## src/rtl/t03_load_store_unit.sv

```systemverilog
// t03_load_store_unit
// Memory-access stage sitting right after the decoder. Each load or store
// becomes one registered request/acknowledge transaction on the data bus.
// The core is stalled while the transaction is in flight. Load data is
// extended and returned to the write-back mux.
//
// Ports:
//   clk, rst            system clock, asynchronous active-high reset
//   memRead, memWrite   decoder load / store strobes (store wins if both)
//   dataWidth           funct3: 000 b, 001 h, 010 w, 100 bu, 101 hu
//   address             byte address from the ALU
//   storeData           register-file read data 2
//   busRead, busWrite   registered bus strobes
//   busAddr             registered word-aligned address
//   busWData            registered lane-replicated store data
//   busSel              registered byte-lane enables
//   busAck, busRData    bus completion and read data (same cycle)
//   loadData            extended load result, held until the next load completes
//   stall               freeze PC/pipeline while an access is pending
//   misaligned          one-cycle pulse when a misaligned access is rejected
//   busError            one-cycle pulse when an access times out
module t03_load_store_unit #(
  parameter int TIMEOUT_CYCLES = 1023
) (
  input  logic        clk,
  input  logic        rst,
  input  logic        memRead,
  input  logic        memWrite,
  input  logic [2:0]  dataWidth,
  input  logic [31:0] address,
  input  logic [31:0] storeData,
  output logic        busRead,
  output logic        busWrite,
  output logic [31:0] busAddr,
  output logic [31:0] busWData,
  output logic [3:0]  busSel,
  input  logic        busAck,
  input  logic [31:0] busRData,
  output logic [31:0] loadData,
  output logic        stall,
  output logic        misaligned,
  output logic        busError
);

  localparam int CW = $clog2(TIMEOUT_CYCLES + 1);
  // The abort fires in the REQ cycle whose increment would reach the limit,
  // so the strobe is visible for exactly TIMEOUT_CYCLES cycles.
  localparam logic [CW-1:0] LAST_COUNT = CW'(TIMEOUT_CYCLES - 1);

  typedef enum logic [1:0] {
    IDLE = 2'd0,
    REQ  = 2'd1,
    DONE = 2'd2
  } state_t;

  state_t state, nextState;

  logic [CW-1:0] timeoutCount;
  logic          isByte, isHalf, isWord, isUnsigned;
  logic          req, misalignedReq, accept, timeoutHit;
  logic [3:0]    laneSel;
  logic [31:0]   laneWData;
  logic          reqByte, reqHalf, reqUnsigned;
  logic [1:0]    reqOffset;
  logic [7:0]    byteLane;
  logic [15:0]   halfLane;
  logic [31:0]   extendedLoad;

  // Width decode; the undefined funct3 codes fall through to word accesses.
  always_comb begin
    isByte        = (dataWidth == 3'b000) || (dataWidth == 3'b100);
    isHalf        = (dataWidth == 3'b001) || (dataWidth == 3'b101);
    isWord        = !isByte && !isHalf;
    isUnsigned    = dataWidth[2];
    req           = memRead || memWrite;
    misalignedReq = (isHalf && address[0]) || (isWord && (address[1:0] != 2'b00));
    accept        = (state == IDLE) && req && !misalignedReq;
    timeoutHit    = (state == REQ) && !busAck && (timeoutCount == LAST_COUNT);
  end

  // Byte-lane enables and store-data replication for the requested width.
  always_comb begin
    laneSel   = 4'b1111;
    laneWData = storeData;
    if (isByte) begin
      laneSel   = 4'b0001 << address[1:0];
      laneWData = {4{storeData[7:0]}};
    end else if (isHalf) begin
      laneSel   = 4'b0011 << address[1:0];
      laneWData = {2{storeData[15:0]}};
    end
  end

  // Pick the addressed lane out of the returned word and extend it, using
  // the width/offset captured when the request was accepted.
  always_comb begin
    case (reqOffset)
      2'd0:    byteLane = busRData[7:0];
      2'd1:    byteLane = busRData[15:8];
      2'd2:    byteLane = busRData[23:16];
      default: byteLane = busRData[31:24];
    endcase
    halfLane     = reqOffset[1] ? busRData[31:16] : busRData[15:0];
    extendedLoad = busRData;
    if (reqByte) begin
      extendedLoad = reqUnsigned ? {24'd0, byteLane} : {{24{byteLane[7]}}, byteLane};
    end else if (reqHalf) begin
      extendedLoad = reqUnsigned ? {16'd0, halfLane} : {{16{halfLane[15]}}, halfLane};
    end
  end

  always_ff @(posedge clk or posedge rst) begin
    if (rst) begin
      state <= IDLE;
    end else begin
      state <= nextState;
    end
  end

  always_comb begin
    nextState = state;
    case (state)
      IDLE:    if (accept) nextState = REQ;
      REQ:     if (busAck || timeoutHit) nextState = DONE;
      DONE:    nextState = IDLE;
      default: nextState = IDLE;
    endcase
  end

  // Stall covers the accepting IDLE cycle and every REQ cycle; DONE drops it
  // so the core can retire. Gated by reset so it falls as soon as reset rises.
  always_comb begin
    stall = !rst && (accept || (state == REQ));
  end

  // Bus registers, timeout counter, captured request info and result.
  always_ff @(posedge clk or posedge rst) begin
    if (rst) begin
      busRead      <= 1'b0;
      busWrite     <= 1'b0;
      busAddr      <= '0;
      busWData     <= '0;
      busSel       <= '0;
      loadData     <= '0;
      misaligned   <= 1'b0;
      busError     <= 1'b0;
      timeoutCount <= '0;
      reqByte      <= 1'b0;
      reqHalf      <= 1'b0;
      reqUnsigned  <= 1'b0;
      reqOffset    <= '0;
    end else begin
      misaligned <= (state == IDLE) && req && misalignedReq;
      busError   <= timeoutHit;
      if (accept) begin
        busRead      <= !memWrite;
        busWrite     <= memWrite;
        busAddr      <= {address[31:2], 2'b00};
        busSel       <= laneSel;
        busWData     <= laneWData;
        reqByte      <= isByte;
        reqHalf      <= isHalf;
        reqUnsigned  <= isUnsigned;
        reqOffset    <= address[1:0];
        timeoutCount <= '0;
      end else if (state == REQ) begin
        if (busAck) begin
          busRead  <= 1'b0;
          busWrite <= 1'b0;
          if (busRead) loadData <= extendedLoad;
        end else if (timeoutHit) begin
          busRead  <= 1'b0;
          busWrite <= 1'b0;
          if (busRead) loadData <= '0;
        end else begin
          timeoutCount <= timeoutCount + CW'(1);
        end
      end
    end
  end

endmodule

```

## config.mk

```make
export PLATFORM = sky130hd
export DESIGN_NAME = t03_load_store_unit
export DESIGN_NICKNAME = d
export VERILOG_FILES = /design/src/rtl/t03_load_store_unit.sv
export SDC_FILE = /design/constraint.sdc
export NUM_CORES = 1
export LEC_CHECK = 0
export BUFFER_PORTS_ARGS = -buffer_cell sky130_fd_sc_hd__buf_2
export CAP_MARGIN = 20
export CORE_ASPECT_RATIO = 0.8
export CORE_MARGIN = 2
export CORE_UTILIZATION = 40
export DETAILED_ROUTE_END_ITERATION = 8
export PLACE_DENSITY = 0.74
export SETUP_SLACK_MARGIN = 0.2
export SYNTH_ARGS = -nofsm -noshare
export SYNTH_HDL_FRONTEND = slang
export SYNTH_SLANG_ARGS = --single-unit
```

## constraint.sdc

```tcl
create_clock -name clk -period 4.7 [get_ports clk]
set_input_delay 0.94 -clock clk [delete_from_list [all_inputs] [get_ports clk]]
set_output_delay 0.94 -clock clk [all_outputs]
set_load 0.01 [all_outputs]
```

==> flow_summary.ini, run 1 <==
[run_status]
status = completed

[clocking]
cts_tree = done
clk_pin_slew_ns = 0.06
root_buffer = clkbuf_16
cts_setup_buffers = 0
post_cts_resized = 0
cts-htree-levels = 4
clock_path_buffers = 2
clock_latency_ns = 0.41
cts.sinks = 119
cts_buffers = 17
holdBufCountCts = 0

[global_route]
grt_pass1_wl_mm = 25.1
grt_max_degree = 87
antenna_found_initial = 1
overflow = 0
grt_util_all_layers_pct = 20.4
grt_pass1_vias = 4805

[sta]
rsz0062_at_grt = no
fin_tns_setup_ns = 0
slew-limit-headroom_pct = 27.5
slew_violations = 0
timing.final.crit_share_pct = 68.4
tightest_slew_ns = 1.08
finalHoldViolations = 0
fin_skew_ns = 0.00675
finalSetupViolCount = 0
fmax_mhz = 311
layout_min_cycle_time_ns = 3.22

[critical_path]
cp_max_fo = 30
cp.arrival_ns = 2.28
worst_ep_required_time_ns = 3.76
endpoint_kind = primary output
rr_worst_depth = 4
reg2reg_from = timeoutCount[3]
startpoint = dataWidth[1]
r2r_end = loadData[2]
ff2ff_setup_slack_ns = 2.21
endpoint = stall
worstSetupPathType = in2out
start_kind = input pin

[power]
p_per_area_nw_per_um2 = 604
p_int_mw = 3.00
clock_power_share_pct = 29.6
p_leak_nw = 3.96
p_switching_mw = 1.59
combPwrFrac_pct = 33.1
irDropWorstVdd_v = 0.000347
switching_share_pct = 34.6
pwr-share-seq_pct = 37.3

[logic_synthesis]
ys_ff_latch = 119
synth_cell_types = 46
synthTopCellsByArea = dfrtp_1 51%, nand2_1 11%, mux2i_1 5.8%
syn_area_sq_um = 5830
syn_avg_cell_area_sq_um = 9.87
synth_top_cell_area_share_pct = 51.1
ys_seq_area_share_pct = 51.1
synth-edff-count = 0
yosys.area.top_type = dfrtp_1
synthFlopType = dfrtp_1
synthArstFlopShare_pct = 100
syn_inst = 591
ys.warnings.count = 0

[finish]
fin_area_sq_um = 7590
layout_common_cells = 206 x buf_2, 166 x nand2_1, 119 x dfrtp_1, 40 x a21oi_1
synthToLayoutAreaGrowth_pct = 30.2
drive_above_1_share_pct = 36.5
final_common_cell = buf_2
layoutNonFillerInstCount = 981
final_nets = 894
n_antenna_cell = 0

[die]
fp-row-count = 39
io_pins = 209
core_sq_um = 14200
die_x_um = 139
die_y_um = 112
initial_core_util_pct = 40.9
dieArea_sq_um = 15600

[place]
io_buffers = 206
dp_hpwl_mm = 10.6
dpl_cell_area_sq_um = 6980
dp.cells = 949
gp_congestion = 0.804

[worst_hold_path]
hold_class = reg2reg

[drt]
ant_nets = 0
drcViolationCount = 0
viasPerCell = 5.02
wirelength_mm = 15.5
drtPass1Iterations = 6
dr_total_vias = 4928
drt-initial-drc-count = 317
wl_per_cell_um = 15.8

[job]
maxCapViolations = 0
power groups by stage:
stage	clock network (mW)	logic (mW)	registers [mW]
after floorplan	0	0.794	1.82
after detailed placement	0	1.54	1.71
after global routing	1.44	1.68	1.78
after CTS	1.39	1.54	1.72
final	1.36	1.52	1.71
after global placement	0	1.50	1.72
flip-flops by register name, indices dropped and copies added, names as in the netlist:
name,flops
reqOffset,2
timeoutCount,10
busWrite,1
busError,1
state,2
reqByte,1
busWData,32
busAddr,30
reqHalf,1
reqUnsigned,1
loadData,32
busRead,1
misaligned,1
busSel,4
layout make-up:
cell class              count  area, sq um
fillers                  1296         6660
flip-flops and latches    119         2980
multi-input cells         423         2650
repair buffers            213         1080
clock buffers              19          433
well taps                 184          230
clock inverters            13          179
inverters                  10         40.0
worst min-delay path by stage:
stage	from	end	slack [ns]	depth (start not counted)
2_1_floorplan	timeoutCount[3]	timeoutCount[3]	0.50	1
5_1_grt	busAddr[30]	busAddr[30]	0.48	2
3_5_place_dp	busAddr[8]	busAddr[8]	0.46	2
4_1_cts	busAddr[8]	busAddr[8]	0.47	2
3_3_place_gp	busAddr[19]	busAddr[19]	0.45	2
6_report	busWData[0]	busWData[0]	0.47	2
per-stage QoR:
step	power [mW]	setup WS [ns]	hold WS (ns)	util, %
6_report	4.59	1.48	0.468	53.3
5_1_grt	4.90	1.38	0.485	53.3
4_1_cts	4.64	1.49	0.472	53.3
3_5_place_dp	3.25	1.32	0.457	49.0
3_3_place_gp	3.22	1.39	0.454	49.0
2_1_floorplan	2.62	0.603	0.496	-
Yosys cell counts (all sizes together) (6+ instances only):
| master | n |
|---|---|
| a21oi | 40 |
| nand3 | 11 |
| buf | 14 |
| nand2b | 19 |
| clkbuf | 26 |
| o21ai | 34 |
| inv | 9 |
| mux4 | 7 |
| ha | 6 |
| dfrtp | 119 |
| nor2 | 22 |
| mux2i | 34 |
| mux2 | 34 |
| nand2 | 166 |
| a311oi | 8 |
critical path, stage by stage:
cell	delay [ns]
buf_2	0.50
nand2b_1	0.26
o2111ai_4	0.28
a21oi_1	0.13
buf_2	0.16
cell families (layout without fill, tap and decap cells):
kind of cell,count (synthesis),after routing,synth area share [%]
adder cells (fa/ha/maj),6,6,1.29
flip-flops,119,119,51.1
XOR/XNOR,1,1,0.150
other,1,2,0.0643
buffers and inverters,50,255,3.95
AND/OR/NAND/NOR,235,235,17.1
AO/OA/AOI/OAI,104,104,10.6
multiplexers,75,75,15.8
per-layer routing:
layer	GRT usage [%]	share of wire (%)	vias up
met5	0	0	-
met4	7.68	1.2	0
met3	7.34	8.2	16
met2	29.9	45	186
met1	28.1	45	2319
li1	-	-	2407
Note: power is estimated with default switching activity, not from simulation.
==> run 2, diff against run 1 <==
clock period = 3.2 ns   (was 4.7 ns; I/O delays follow)
==> run 2 against run 1 <==
Net effect: sequential power grew 47%; first-iteration DRC count is the same; clock skew grew 0.00051 ns; global-route usage grew 0.28 points; cell area grew 1.2%; utilization grew 0.64 points; largest power group unchanged; highest routed layer unchanged.
==> flow_summary.ini, run 2 (same netlist as run 1, synthesis figures left out) <==
[global_route]
antenna_found_initial = 0
overflow = 0
grt_max_degree = 95
grt_util_all_layers_pct = 20.7
grt_pass1_vias = 4812
grt_pass1_wl_mm = 25.6

[clocking]
cts_setup_buffers = 0
cts.sinks = 119
clock_latency_ns = 0.41
clock_path_buffers = 2
post_cts_resized = 0
cts_buffers = 17
cts-htree-levels = 4
clk_pin_slew_ns = 0.06
holdBufCountCts = 0
root_buffer = clkbuf_16
cts_tree = done

[drt]
drcViolationCount = 0
dr_total_vias = 5015
drtPass1Iterations = 4
ant_nets = 0
wl_per_cell_um = 16.0
wirelength_mm = 15.8
drt-initial-drc-count = 317
viasPerCell = 5.09

[sta]
finalSetupViolCount = 0
tightest_slew_ns = 0.991
fmax_mhz = 406
slew-limit-headroom_pct = 32.9
fin_skew_ns = 0.00727
layout_min_cycle_time_ns = 2.46
finalHoldViolations = 0
rsz0062_at_grt = no
timing.final.crit_share_pct = 77.0
fin_tns_setup_ns = 0
slew_violations = 0
holdWs_ns = 0.210

[power]
combPwrFrac_pct = 33.0
switching_share_pct = 34.4
p_int_mw = 4.48
clock_power_share_pct = 30.1
p_leak_nw = 4.00
p_per_area_nw_per_um2 = 890
pwr-share-seq_pct = 36.8
irDropWorstVdd_v = 0.000505
p_switching_mw = 2.35

[die]
die_y_um = 112
io_pins = 209
dieArea_sq_um = 15600
fp-row-count = 39
initial_core_util_pct = 40.9
die_x_um = 139
core_sq_um = 14200

[finish]
synthToLayoutAreaGrowth_pct = 31.7
n_antenna_cell = 0
final_common_cell = buf_2
reg_top3 = busWData: 32 flops, loadData: 32 flops, busAddr: 30 flops
drive_above_1_share_pct = 37.0
layout_common_cells = 206 x buf_2, 166 x nand2_1, 119 x dfrtp_1, 40 x a21oi_1
final_nets = 899

[critical_path]
cp.arrival_ns = 1.82
r2r_end = loadData[7]
rr_worst_depth = 4
endpoint_kind = primary output
worstSetupPathType = reg2out
startpoint = state[0]
cp_max_fo = 6
worst_ep_required_time_ns = 2.56
worst-path-buf-inv = 1
path_depth = 4
path_delay_family = compound AO/OA/AOI/OAI gates
reg2reg_from = reqOffset[1]
cp_slowest_cell = dfrtp_1
ff2ff_setup_slack_ns = 0.79
start_kind = flip-flop
endpoint = stall
cp_cell_sequence = nor2_1 > o2111ai_4 > a21oi_1 > buf_2
max_stage_delay_ns = 0.41

[worst_hold_path]
hold_class = in2async

[place]
io_buffers = 206
gp_congestion = 0.804
dp_hpwl_mm = 11.2

[run_status]
status = completed

[job]
maxCapViolations = 0
-- run 2: changes by cell type in the layout (fill, tap and decap cells not counted) --
cell	previous run	this run
clkinv_4	0	1
buf_4	7	10
buf_12	0	2
inv_6	1	0
clkinvlp_4	4	5
clkinv_2	4	3
and3_1	1	2
and3_2	1	0
clkbuf_8	0	3
inv_4	1	0
clkbuf_1	2	0
-- run 2: metrics by stage --
step	util (%)	cell area [sq um]	power (mW)	worst slack, ns	cells
after floorplan	-	5840	3.85	0.775	592
after global placement	49.4	7040	4.75	0.631	954
after detailed placement	49.4	7040	4.80	0.542	954
after CTS	53.9	7680	6.90	0.731	986
after global routing	53.9	7680	7.26	0.599	986
final	53.9	7680	6.84	0.737	986
-- run 2: worst min-delay path by stage --
stage	to	slack [ns]
after floorplan	timeoutCount[3]	0.50
after global placement	busWData[1]	0.45
after detailed placement	busAddr[3]	0.46
after CTS	timeoutCount[0]	0.20
after global routing	timeoutCount[0]	0.21
final	timeoutCount[0]	0.21
-- run 2: metal layers --
layer | track usage, % | wire [um]
met2 | 30.0 | 6910
met1 | 29.7 | 7430
met5 | 0 | 0
met3 | 7.21 | 1200
met4 | 5.72 | 212
-- run 2: power groups by stage --
stage          clock network, mW  registers, mW  logic [mW]
5_1_grt                     2.17           2.60        2.48
2_1_floorplan                  0           2.68        1.17
6_report                    2.06           2.52        2.26
3_3_place_gp                   0           2.52        2.23
4_1_cts                     2.10           2.52        2.29
3_5_place_dp                   0           2.52        2.28
-- run 2: final cells by class --
| type | count | area [sq um] |
|---|---|---|
| clock buffer | 20 | 467 |
| multi-input combinational | 423 | 2650 |
| clock inverter | 12 | 174 |
| tap | 184 | 230 |
| timing repair buffer | 218 | 1150 |
| inverter | 10 | 41.3 |
| fill | 1287 | 6570 |
| sequential | 119 | 2980 |
==> run 3, diff against run 2 <==
PLACE_DENSITY = 0.76   (was 0.74)
clock period = 2.15 ns   (was 3.2 ns; I/O delays follow)
==> run 3 against run 2 <==
Net effect: sequential power up 45%; hold slack worse by 0.050 ns; global-route usage up 1.4 points; die area unchanged; sequential cell count unchanged; via count up 3.2%.
==> flow_summary.ini, run 3 (same netlist as run 1, synthesis figures left out) <==
[drt]
drt-initial-drc-count = 312
drcViolationCount = 0
ant_nets = 0
drtPass1Iterations = 5
dr_total_vias = 5173
viasPerCell = 5.09
wirelength_mm = 17.0
wl_per_cell_um = 16.7

[critical_path]
reg2reg_from = timeoutCount[0]
startpoint = timeoutCount[0]
cp.arrival_ns = 2.33
ff2ff_setup_slack_ns = 0.12
start_kind = flip-flop
worstSetupPathType = reg2reg
endpoint_kind = flip-flop
worst_ep_required_time_ns = 2.45
cp_max_fo = 8

[clocking]
cts_buffers = 17
clock_latency_ns = 0.41
cts_tree = done
clk_pin_slew_ns = 0.06
root_buffer = clkbuf_16
cts.sinks = 119
cts-htree-levels = 4
clock_path_buffers = 2

[finish]
regArea_sq_um = 2980
final_nets = 930
synthToLayoutAreaGrowth_pct = 39.4
drive_above_1_share_pct = 40.6
final.fill_count = 1227
final_common_cell = buf_2
layout_common_cells = 206 x buf_2, 166 x nand2_1, 118 x dfrtp_1, 36 x a21oi_1
multiInputGateArea_sq_um = 2780
n_antenna_cell = 0
reg_top3 = busWData: 32 flops, loadData: 32 flops, busAddr: 30 flops

[power]
p_per_area_nw_per_um2 = 1280
irDropWorstVdd_v = 0.000744
switching_share_pct = 35.1
p_switching_mw = 3.66
pwr-share-seq_pct = 35.1
p_leak_nw = 4.22
p_int_mw = 6.77
combPwrFrac_pct = 37.3
clock_power_share_pct = 27.6

[die]
die_y_um = 112
dieArea_sq_um = 15600
die_x_um = 139
io_pins = 209
fp-row-count = 39
core_sq_um = 14200
initial_core_util_pct = 40.9

[sta]
fin_skew_ns = 0.0100
rsz0062_at_grt = yes
layout_min_cycle_time_ns = 2.03
fmax_mhz = 492
holdWs_ns = 0.160
finalHoldViolations = 0
slew_violations = 0
timing.final.crit_share_pct = 94.6
finalSetupViolCount = 0
fin_tns_setup_ns = 0

[global_route]
antenna_found_initial = 1
overflow = 0
grt_pass1_vias = 5228
grt_util_all_layers_pct = 22.1
grt_pass1_wl_mm = 27.0
grt_max_degree = 61

[job]
maxCapViolations = 0

[worst_hold_path]
hold_class = in2async

[place]
dp_hpwl_mm = 11.2
io_buffers = 206
gp_congestion = 0.847

[run_status]
status = completed
==> run 3: final timing paths <==
kind	cells past startpoint	end
setup / recovery	9	loadData[26]
hold / removal	3	busError
setup reg to reg	9	loadData[26]
hold reg to reg	2	busAddr[19]
max in group asynchronous	3	busAddr[24]
min in group clk	3	busAddr[5]
==> run 3: worst max-delay path, stage by stage (launching register included) <==
cell	delay, ns
dfrtp_1	0.38
inv_2	0.09
ha_4	0.13
nand4b_1	0.12
o32ai_2	0.29
and3_4	0.26
buf_6	0.10
buf_12	0.11
buf_16	0.14
mux2_4	0.30
==> run 3: layer usage <==
metal	routed length [um]	up-vias	GRT usage, %
li1	-	2484	-
met5	7	-	0
met2	8080	199	35.3
met3	1230	28	6.91
met4	344	2	7.68
met1	7330	2460	28.7
==> run 3: power by group through the flow <==
stage / logic [mW] / clock network (mW) / registers, mW
CTS: 3.77 / 2.92 / 3.65
detailed placement: 3.63 / 0 / 3.62
global placement: 3.53 / 0 / 3.64
global route: 4.25 / 3.05 / 3.78
finish: 3.89 / 2.88 / 3.66
floorplan: 1.76 / 0 / 3.99
==> run 3: through the flow <==
stage	power, mW	cell area, sq um	setup WS (ns)	std cells	utilization (%)
6_report	10.4	8130	0.116	1017	57.1
5_1_grt	11.1	8130	0.0267	1017	57.1
4_1_cts	10.3	8030	0.128	1013	56.4
3_5_place_dp	7.26	7230	0.0387	972	50.7
3_3_place_gp	7.17	7230	0.0929	972	50.7
2_1_floorplan	5.75	5860	0.150	592	-
==> run 3: cell type report <==
class	count	area share (%)
Clock inverter	10	1.46
Timing Repair Buffer	249	18.4
Multi-Input combinational cell	423	34.2
Inverter	10	0.508
Sequential cell	119	36.6
Clock buffer	22	5.95
Tap cell	184	2.83
==> run 3: repair_timing <==
action / in CTS / in global routing
hold buffers: 0 / 0
buffers inserted: 6 / 4
pin swaps: 2 / 4
gates cloned: 3 / 0
endpoints found under the setup margin: 33 / 39
gates resized for setup: 20 / 18
